### src/rtl/friscv_apb_initiator_pkg.sv
// Shared types for the friscv peripheral-bus initiator: FSM state encoding
// and the default abort timeout.
package friscv_apb_initiator_pkg;

  typedef enum logic [1:0] {
    ST_IDLE = 2'd0,
    ST_REQ  = 2'd1,
    ST_RSP  = 2'd2
  } apb_state_t;

  localparam int DEFAULT_TIMEOUT = 1024;

endpackage

### src/rtl/friscv_apb_initiator_if.sv
// Request/response channel from the core plus the mst_* peripheral bus.
// The master modport is the initiator's view; slave is the opposite side.
interface friscv_apb_initiator_if #(
  parameter int ADDRW = 16,
  parameter int XLEN  = 32
);

  logic              req_valid;
  logic              req_ready;
  logic              req_wr;
  logic [ADDRW-1:0]  req_addr;
  logic [XLEN-1:0]   req_wdata;
  logic [XLEN/8-1:0] req_strb;

  logic              rsp_valid;
  logic              rsp_ready;
  logic [XLEN-1:0]   rsp_rdata;
  logic              rsp_err;

  logic              mst_en;
  logic              mst_wr;
  logic [ADDRW-1:0]  mst_addr;
  logic [XLEN-1:0]   mst_wdata;
  logic [XLEN/8-1:0] mst_strb;
  logic [XLEN-1:0]   mst_rdata;
  logic              mst_ready;

  modport master (
    input  req_valid, req_wr, req_addr, req_wdata, req_strb,
    input  rsp_ready, mst_rdata, mst_ready,
    output req_ready, rsp_valid, rsp_rdata, rsp_err,
    output mst_en, mst_wr, mst_addr, mst_wdata, mst_strb
  );

  modport slave (
    output req_valid, req_wr, req_addr, req_wdata, req_strb,
    output rsp_ready, mst_rdata, mst_ready,
    input  req_ready, rsp_valid, rsp_rdata, rsp_err,
    input  mst_en, mst_wr, mst_addr, mst_wdata, mst_strb
  );

endinterface

### src/rtl/friscv_apb_initiator.sv
// Single-outstanding initiator: valid/ready request channel to mst_en/mst_ready.
// Define FRISCV_APB_TIMEOUT_EN to abort requests never acknowledged within TIMEOUT cycles.
module friscv_apb_initiator
  import friscv_apb_initiator_pkg::*;
#(
  parameter int ADDRW   = 16,
  parameter int XLEN    = 32,
  parameter int TIMEOUT = DEFAULT_TIMEOUT
) (
  input  logic                   aclk,
  input  logic                   aresetn,
  input  logic                   srst,
  friscv_apb_initiator_if.master bus,
  output logic                   busy
);

  typedef struct packed {
    logic              mst_en;
    logic              mst_wr;
    logic [ADDRW-1:0]  mst_addr;
    logic [XLEN-1:0]   mst_wdata;
    logic [XLEN/8-1:0] mst_strb;
    logic              rsp_valid;
    logic [XLEN-1:0]   rsp_rdata;
    logic              rsp_err;
  } out_regs_t;

  apb_state_t state;
  out_regs_t  q;

`ifdef FRISCV_APB_TIMEOUT_EN
  localparam logic [15:0] TO_LAST = 16'(TIMEOUT - 1);
  logic [15:0] to_cnt;
`else
  logic [15:0] unused_timeout;
  assign unused_timeout = 16'(TIMEOUT);
`endif

  always_ff @(posedge aclk or negedge aresetn) begin
    if (!aresetn) begin
      state <= ST_IDLE;
      q     <= '0;
`ifdef FRISCV_APB_TIMEOUT_EN
      to_cnt <= '0;
`endif
    end else if (srst) begin
      state <= ST_IDLE;
      q     <= '0;
`ifdef FRISCV_APB_TIMEOUT_EN
      to_cnt <= '0;
`endif
    end else begin
      case (state)
        ST_IDLE: begin
          if (bus.req_valid) begin
            q.mst_en    <= 1'b1;
            q.mst_wr    <= bus.req_wr;
            q.mst_addr  <= bus.req_addr;
            q.mst_wdata <= bus.req_wdata;
            q.mst_strb  <= bus.req_strb;
`ifdef FRISCV_APB_TIMEOUT_EN
            to_cnt <= '0;
`endif
            state <= ST_REQ;
          end
        end
        // Acknowledge has priority over the abort in the same cycle
        ST_REQ: begin
          if (bus.mst_ready) begin
            q.mst_en    <= 1'b0;
            q.rsp_rdata <= q.mst_wr ? '0 : bus.mst_rdata;
            q.rsp_err   <= 1'b0;
            q.rsp_valid <= 1'b1;
            state       <= ST_RSP;
          end
`ifdef FRISCV_APB_TIMEOUT_EN
          else if (to_cnt == TO_LAST) begin
            q.mst_en    <= 1'b0;
            q.rsp_rdata <= '0;
            q.rsp_err   <= 1'b1;
            q.rsp_valid <= 1'b1;
            state       <= ST_RSP;
          end else begin
            to_cnt <= to_cnt + 16'd1;
          end
`endif
        end
        ST_RSP: begin
          if (bus.rsp_ready) begin
            q.rsp_valid <= 1'b0;
            state       <= ST_IDLE;
          end
        end
        default: state <= ST_IDLE;
      endcase
    end
  end

  // req_ready must stay low while either reset is asserted
  assign bus.req_ready = (state == ST_IDLE) && aresetn && !srst;
  assign busy          = (state != ST_IDLE);

  assign bus.mst_en    = q.mst_en;
  assign bus.mst_wr    = q.mst_wr;
  assign bus.mst_addr  = q.mst_addr;
  assign bus.mst_wdata = q.mst_wdata;
  assign bus.mst_strb  = q.mst_strb;
  assign bus.rsp_valid = q.rsp_valid;
  assign bus.rsp_rdata = q.rsp_rdata;
  assign bus.rsp_err   = q.rsp_err;

endmodule

### src/flat_wrapper.sv
// flat-port wrapper written by rule: the top's interface ports become plain ports
module friscv_apb_initiator_flat import friscv_apb_initiator_pkg::*;
#(
  parameter int ADDRW   = 16,
  parameter int XLEN    = 32,
  parameter int TIMEOUT = DEFAULT_TIMEOUT
)
  (aclk, aresetn, srst, busy, bus_req_valid, bus_req_wr, bus_req_addr, bus_req_wdata, bus_req_strb, bus_rsp_ready, bus_mst_rdata, bus_mst_ready, bus_req_ready, bus_rsp_valid, bus_rsp_rdata, bus_rsp_err, bus_mst_en, bus_mst_wr, bus_mst_addr, bus_mst_wdata, bus_mst_strb);
  friscv_apb_initiator_if #(.ADDRW(ADDRW), .XLEN(XLEN)) bus_i ();
  input  logic aclk;
  input  logic aresetn;
  input  logic srst;
  output logic busy;
  input wire logic [$bits(bus_i.req_valid)-1:0] bus_req_valid;
  input wire logic [$bits(bus_i.req_wr)-1:0] bus_req_wr;
  input wire logic [$bits(bus_i.req_addr)-1:0] bus_req_addr;
  input wire logic [$bits(bus_i.req_wdata)-1:0] bus_req_wdata;
  input wire logic [$bits(bus_i.req_strb)-1:0] bus_req_strb;
  input wire logic [$bits(bus_i.rsp_ready)-1:0] bus_rsp_ready;
  input wire logic [$bits(bus_i.mst_rdata)-1:0] bus_mst_rdata;
  input wire logic [$bits(bus_i.mst_ready)-1:0] bus_mst_ready;
  output wire logic [$bits(bus_i.req_ready)-1:0] bus_req_ready;
  output wire logic [$bits(bus_i.rsp_valid)-1:0] bus_rsp_valid;
  output wire logic [$bits(bus_i.rsp_rdata)-1:0] bus_rsp_rdata;
  output wire logic [$bits(bus_i.rsp_err)-1:0] bus_rsp_err;
  output wire logic [$bits(bus_i.mst_en)-1:0] bus_mst_en;
  output wire logic [$bits(bus_i.mst_wr)-1:0] bus_mst_wr;
  output wire logic [$bits(bus_i.mst_addr)-1:0] bus_mst_addr;
  output wire logic [$bits(bus_i.mst_wdata)-1:0] bus_mst_wdata;
  output wire logic [$bits(bus_i.mst_strb)-1:0] bus_mst_strb;
  assign bus_i.req_valid = bus_req_valid;
  assign bus_i.req_wr = bus_req_wr;
  assign bus_i.req_addr = bus_req_addr;
  assign bus_i.req_wdata = bus_req_wdata;
  assign bus_i.req_strb = bus_req_strb;
  assign bus_i.rsp_ready = bus_rsp_ready;
  assign bus_i.mst_rdata = bus_mst_rdata;
  assign bus_i.mst_ready = bus_mst_ready;
  assign bus_req_ready = bus_i.req_ready;
  assign bus_rsp_valid = bus_i.rsp_valid;
  assign bus_rsp_rdata = bus_i.rsp_rdata;
  assign bus_rsp_err = bus_i.rsp_err;
  assign bus_mst_en = bus_i.mst_en;
  assign bus_mst_wr = bus_i.mst_wr;
  assign bus_mst_addr = bus_i.mst_addr;
  assign bus_mst_wdata = bus_i.mst_wdata;
  assign bus_mst_strb = bus_i.mst_strb;
  friscv_apb_initiator #(.ADDRW(ADDRW), .XLEN(XLEN), .TIMEOUT(TIMEOUT)) u_core (.aclk(aclk), .aresetn(aresetn), .srst(srst), .bus(bus_i), .busy(busy));
endmodule
### config.mk
export PLATFORM = sky130hd
export DESIGN_NAME = friscv_apb_initiator_flat
export DESIGN_NICKNAME = d
export VERILOG_FILES = /design/src/rtl/friscv_apb_initiator_pkg.sv /design/src/rtl/friscv_apb_initiator_if.sv /design/src/rtl/friscv_apb_initiator.sv /design/src/flat_wrapper.sv
export SDC_FILE = /design/constraint.sdc
export NUM_CORES = 1
export LEC_CHECK = 0
export BUFFER_PORTS_ARGS = -buffer_cell sky130_fd_sc_hd__buf_2
export CAP_MARGIN = 5
export CORE_MARGIN = 4
export CORE_UTILIZATION = 45
export CTS_CLUSTER_DIAMETER = 40
export DETAILED_ROUTE_END_ITERATION = 16
export MAX_ROUTING_LAYER = met4
export PLACE_DENSITY = 0.78
export SETUP_SLACK_MARGIN = 0.5
export SLEW_MARGIN = 10
export SYNTH_ARGS = -nofsm -noshare
export SYNTH_HDL_FRONTEND = slang
export SYNTH_SLANG_ARGS = --single-unit
### constraint.sdc
create_clock -name aclk -period 3.3 [get_ports aclk]
set_input_delay 0.165 -clock aclk [delete_from_list [all_inputs] [get_ports aclk]]
set_output_delay 0.165 -clock aclk [all_outputs]
set_load 0.1 [all_outputs]
==> impl_metrics.tcl <==
set metrics [dict create \
    yosysMostFrequentCell "nand2_1" \
    antenna_cells 0 \
    status "finished, final reports clean" \
    detail-route-antenna-nets 0 \
    post-cts-setup-buffer-count 0 \
    final_util_pct 58.6 \
    synthSimpleGateAreaFrac_pct 22.4 \
    dieArea_um2 9940 \
    worst_pin_slew_ns 1.01 \
    finalSetupViolations 0 \
    synth-seq-cells 89 \
    synthMuxAreaShare_pct 0 \
    numCtsBuffers 9 \
    first_pass_iters 4 \
    syn_avg_cell_area_um2 9.50 \
    grt-ovfl-total 0 \
    clk_latency_ns 0.35 \
    synthAdderAreaFrac_pct 0 \
    critPathArrivalTime_ns 1.81 \
    grt_pass1_wl_mm 15.6 \
    start_util_pct 46.0 \
    synth_top_family_by_area "simple AND/OR/NAND/NOR gates" \
    timing.setup.tns_ns 0 \
    synth_cells 398 \
    synth-compound-area-share_pct 12.2 \
    hold_path.class "primary input to register" \
    root_buffer "clkbuf_8" \
    antenna_found_initial 0 \
    totalWireLength_mm 9.56 \
    synth_top_area_share_pct 58.9 \
    whs_path_depth 3 \
    ys_types 22 \
    period_share_pct 60.0 \
    slew_viol_final 0 \
    power_mw 2.64 \
    dr_total_vias 3374 \
    synth_common_cells "nand2_1, dfrtp_1, a21oi_1, nand3b_1, clkbuf_1" \
    syn_to_final_growth_pct 27.4 \
    p_per_area_nw_per_um2 549 \
    crit_path_end_kind "primary output" \
    synth-edff-count 0 \
    layout-drive-gt1-share_pct 36.1 \
    ir_drop_mv 0.268 \
    path_max_fanout 41 \
    gp_congestion 0.784 \
    async_flop_share_pct 100 \
    clockBufferDepth 2 \
    post-dp-hpwl_mm 6.70 \
    numPortBuffers 179 \
    hold_viol 0 \
    slew_headroom_pct 32.4 \
    skew_ns 0.0169 \
    grt_max_degree 64 \
    yosysWarnings 0 \
    rsz0062_at_grt "false" \
    post-route-drc-count 0 \
    viasPerCell 5.04 \
    drt-initial-drc-count 105 \
    maxCapViolCount 0 \
    coreArea_um2 8220 \
    cts_resized 0 \
    yosysTopAreaCell "dfrtp_1" \
    synth-xor-area-share_pct 0 \
    grt_usage_pct 20.1 \
    place_inst 653 \
    yosysSeqAreaShare_pct 58.9 \
    instances_no_fill 670 \
    syn-num-nets 489 \
    syn_area_um2 3780 \
    fin_nets 651 \
    grt_pass1_vias 3361 \
    cts_sinks 89 \
    cts_hold_buf 1 \
    io-pin-count 181 \
    clk_pin_slew_ns 0.09 \
    power.leakage_nw 2.50 \
    drt-wirelength-per-cell_um 14.3 \
    fmax_mhz 505 \
    period_minus_slack_ns 1.98 \
    tritoncts "built" \
    crit_type "primary input to primary output" \
    synth.area.top_cells "dfrtp_1, nand2_1, a21oi_1, nand3b_1, buf_6" \
    yosys_most_used_dff "dfrtp_1" \
    start_kind "primary input" \
    fillers 728 \
    rows 33 \
    h-tree-depth 3 \
    r2r_cells 3 \
    worstPathRequired_ns 3.13 \
    fp.dieH_um 99.7 \
    die_w_um 99.7 \
]
-- flip-flops by register name, indices dropped and copies added (netlist names) --
name	flops
u_core.bus.mst_strb	4
u_core.bus.rsp_rdata	32
u_core.bus.mst_wdata	32
u_core.bus.rsp_valid	1
u_core.bus.mst_wr	1
u_core.bus.mst_en	1
u_core.bus.mst_addr	16
u_core.state	2
-- kinds of logic after synthesis --
logic type | after synthesis
DFF | 89
other | 1
and+or+nand+nor | 182
AOI/OAI and AO/OA | 91
buffers and inverters | 35
-- critical path, stage by stage --
cell	delay, ns
dlygate4sd3_1	0.53
buf_4	0.43
nor3b_2	0.24
buf_2	0.44
-- final timing paths --
kind,start,to,slack [ns]
setup / recovery,aresetn,bus_req_ready,1.32
hold / removal,bus_req_addr[12],u_core.bus.mst_addr[12]$_DFFE_PN0P_,0.05
setup reg to reg,u_core.state[0]$_DFFE_PN0P_,u_core.bus.mst_wdata[12]$_DFFE_PN0P_,1.46
hold reg to reg,u_core.bus.mst_wdata[3]$_DFFE_PN0P_,u_core.bus.mst_wdata[3]$_DFFE_PN0P_,0.52
max in group asynchronous,aresetn,u_core.state[1]$_DFFE_PN0P_,1.92
min in group asynchronous,aresetn,u_core.bus.mst_wdata[30]$_DFFE_PN0P_,0.34
-- power breakdown --
| group | leakage, nW | internal [mW] | switching (mW) |
|---|---|---|---|
| Combinational | 1.20 | 0.141 | 0.630 |
| Sequential | 1.21 | 1.15 | 0.0407 |
| Clock | 0.0887 | 0.296 | 0.388 |
| Total | 2.50 | 1.59 | 1.06 |
-- metrics by stage --
| step | hold slack [ns] | worst slack, ns | area (um2) |
|---|---|---|---|
| global placement | 0.164 | 1.48 | 4630 |
| finish | 0.0457 | 1.32 | 4820 |
| detailed placement | 0.165 | 1.44 | 4630 |
| global route | 0.0235 | 1.17 | 4820 |
| floorplan | -0.131 | 0.804 | 3790 |
| CTS | 0.0249 | 1.28 | 4820 |
-- area by class of cell --
type	instances	area [um2]	share of cell area (%)
well taps	105	131	2.73
inverters	1	3.75	0.0779
multi-input cells	274	1320	27.3
clock buffers	10	138	2.86
repair buffers	185	958	19.9
clock inverters	6	42.5	0.883
flip-flops and latches	89	2230	46.2
-- cell usage in the layout (no fill, tap or decap), types with 2 or more instances in the layout --
master	synthesis	final
buf_4	4	5
nand3b_1	33	33
buf_2	5	178
a21oi_1	88	88
clkinvlp_4	0	2
nand2_1	140	140
clkbuf_8	0	10
clkinv_2	0	2
dfrtp_1	89	89
-- routing by layer --
| layer | routed length, um | vias up | track usage, % |
|---|---|---|---|
| met4 | 107 | 0 | 6.72 |
| met1 | 4000 | 1596 | 25.3 |
| met5 | 0 | - | - |
| met2 | 4550 | 147 | 31.2 |
| met3 | 900 | 12 | 5.61 |
| li1 | - | 1619 | - |
Power figures use the tool's default switching activity.
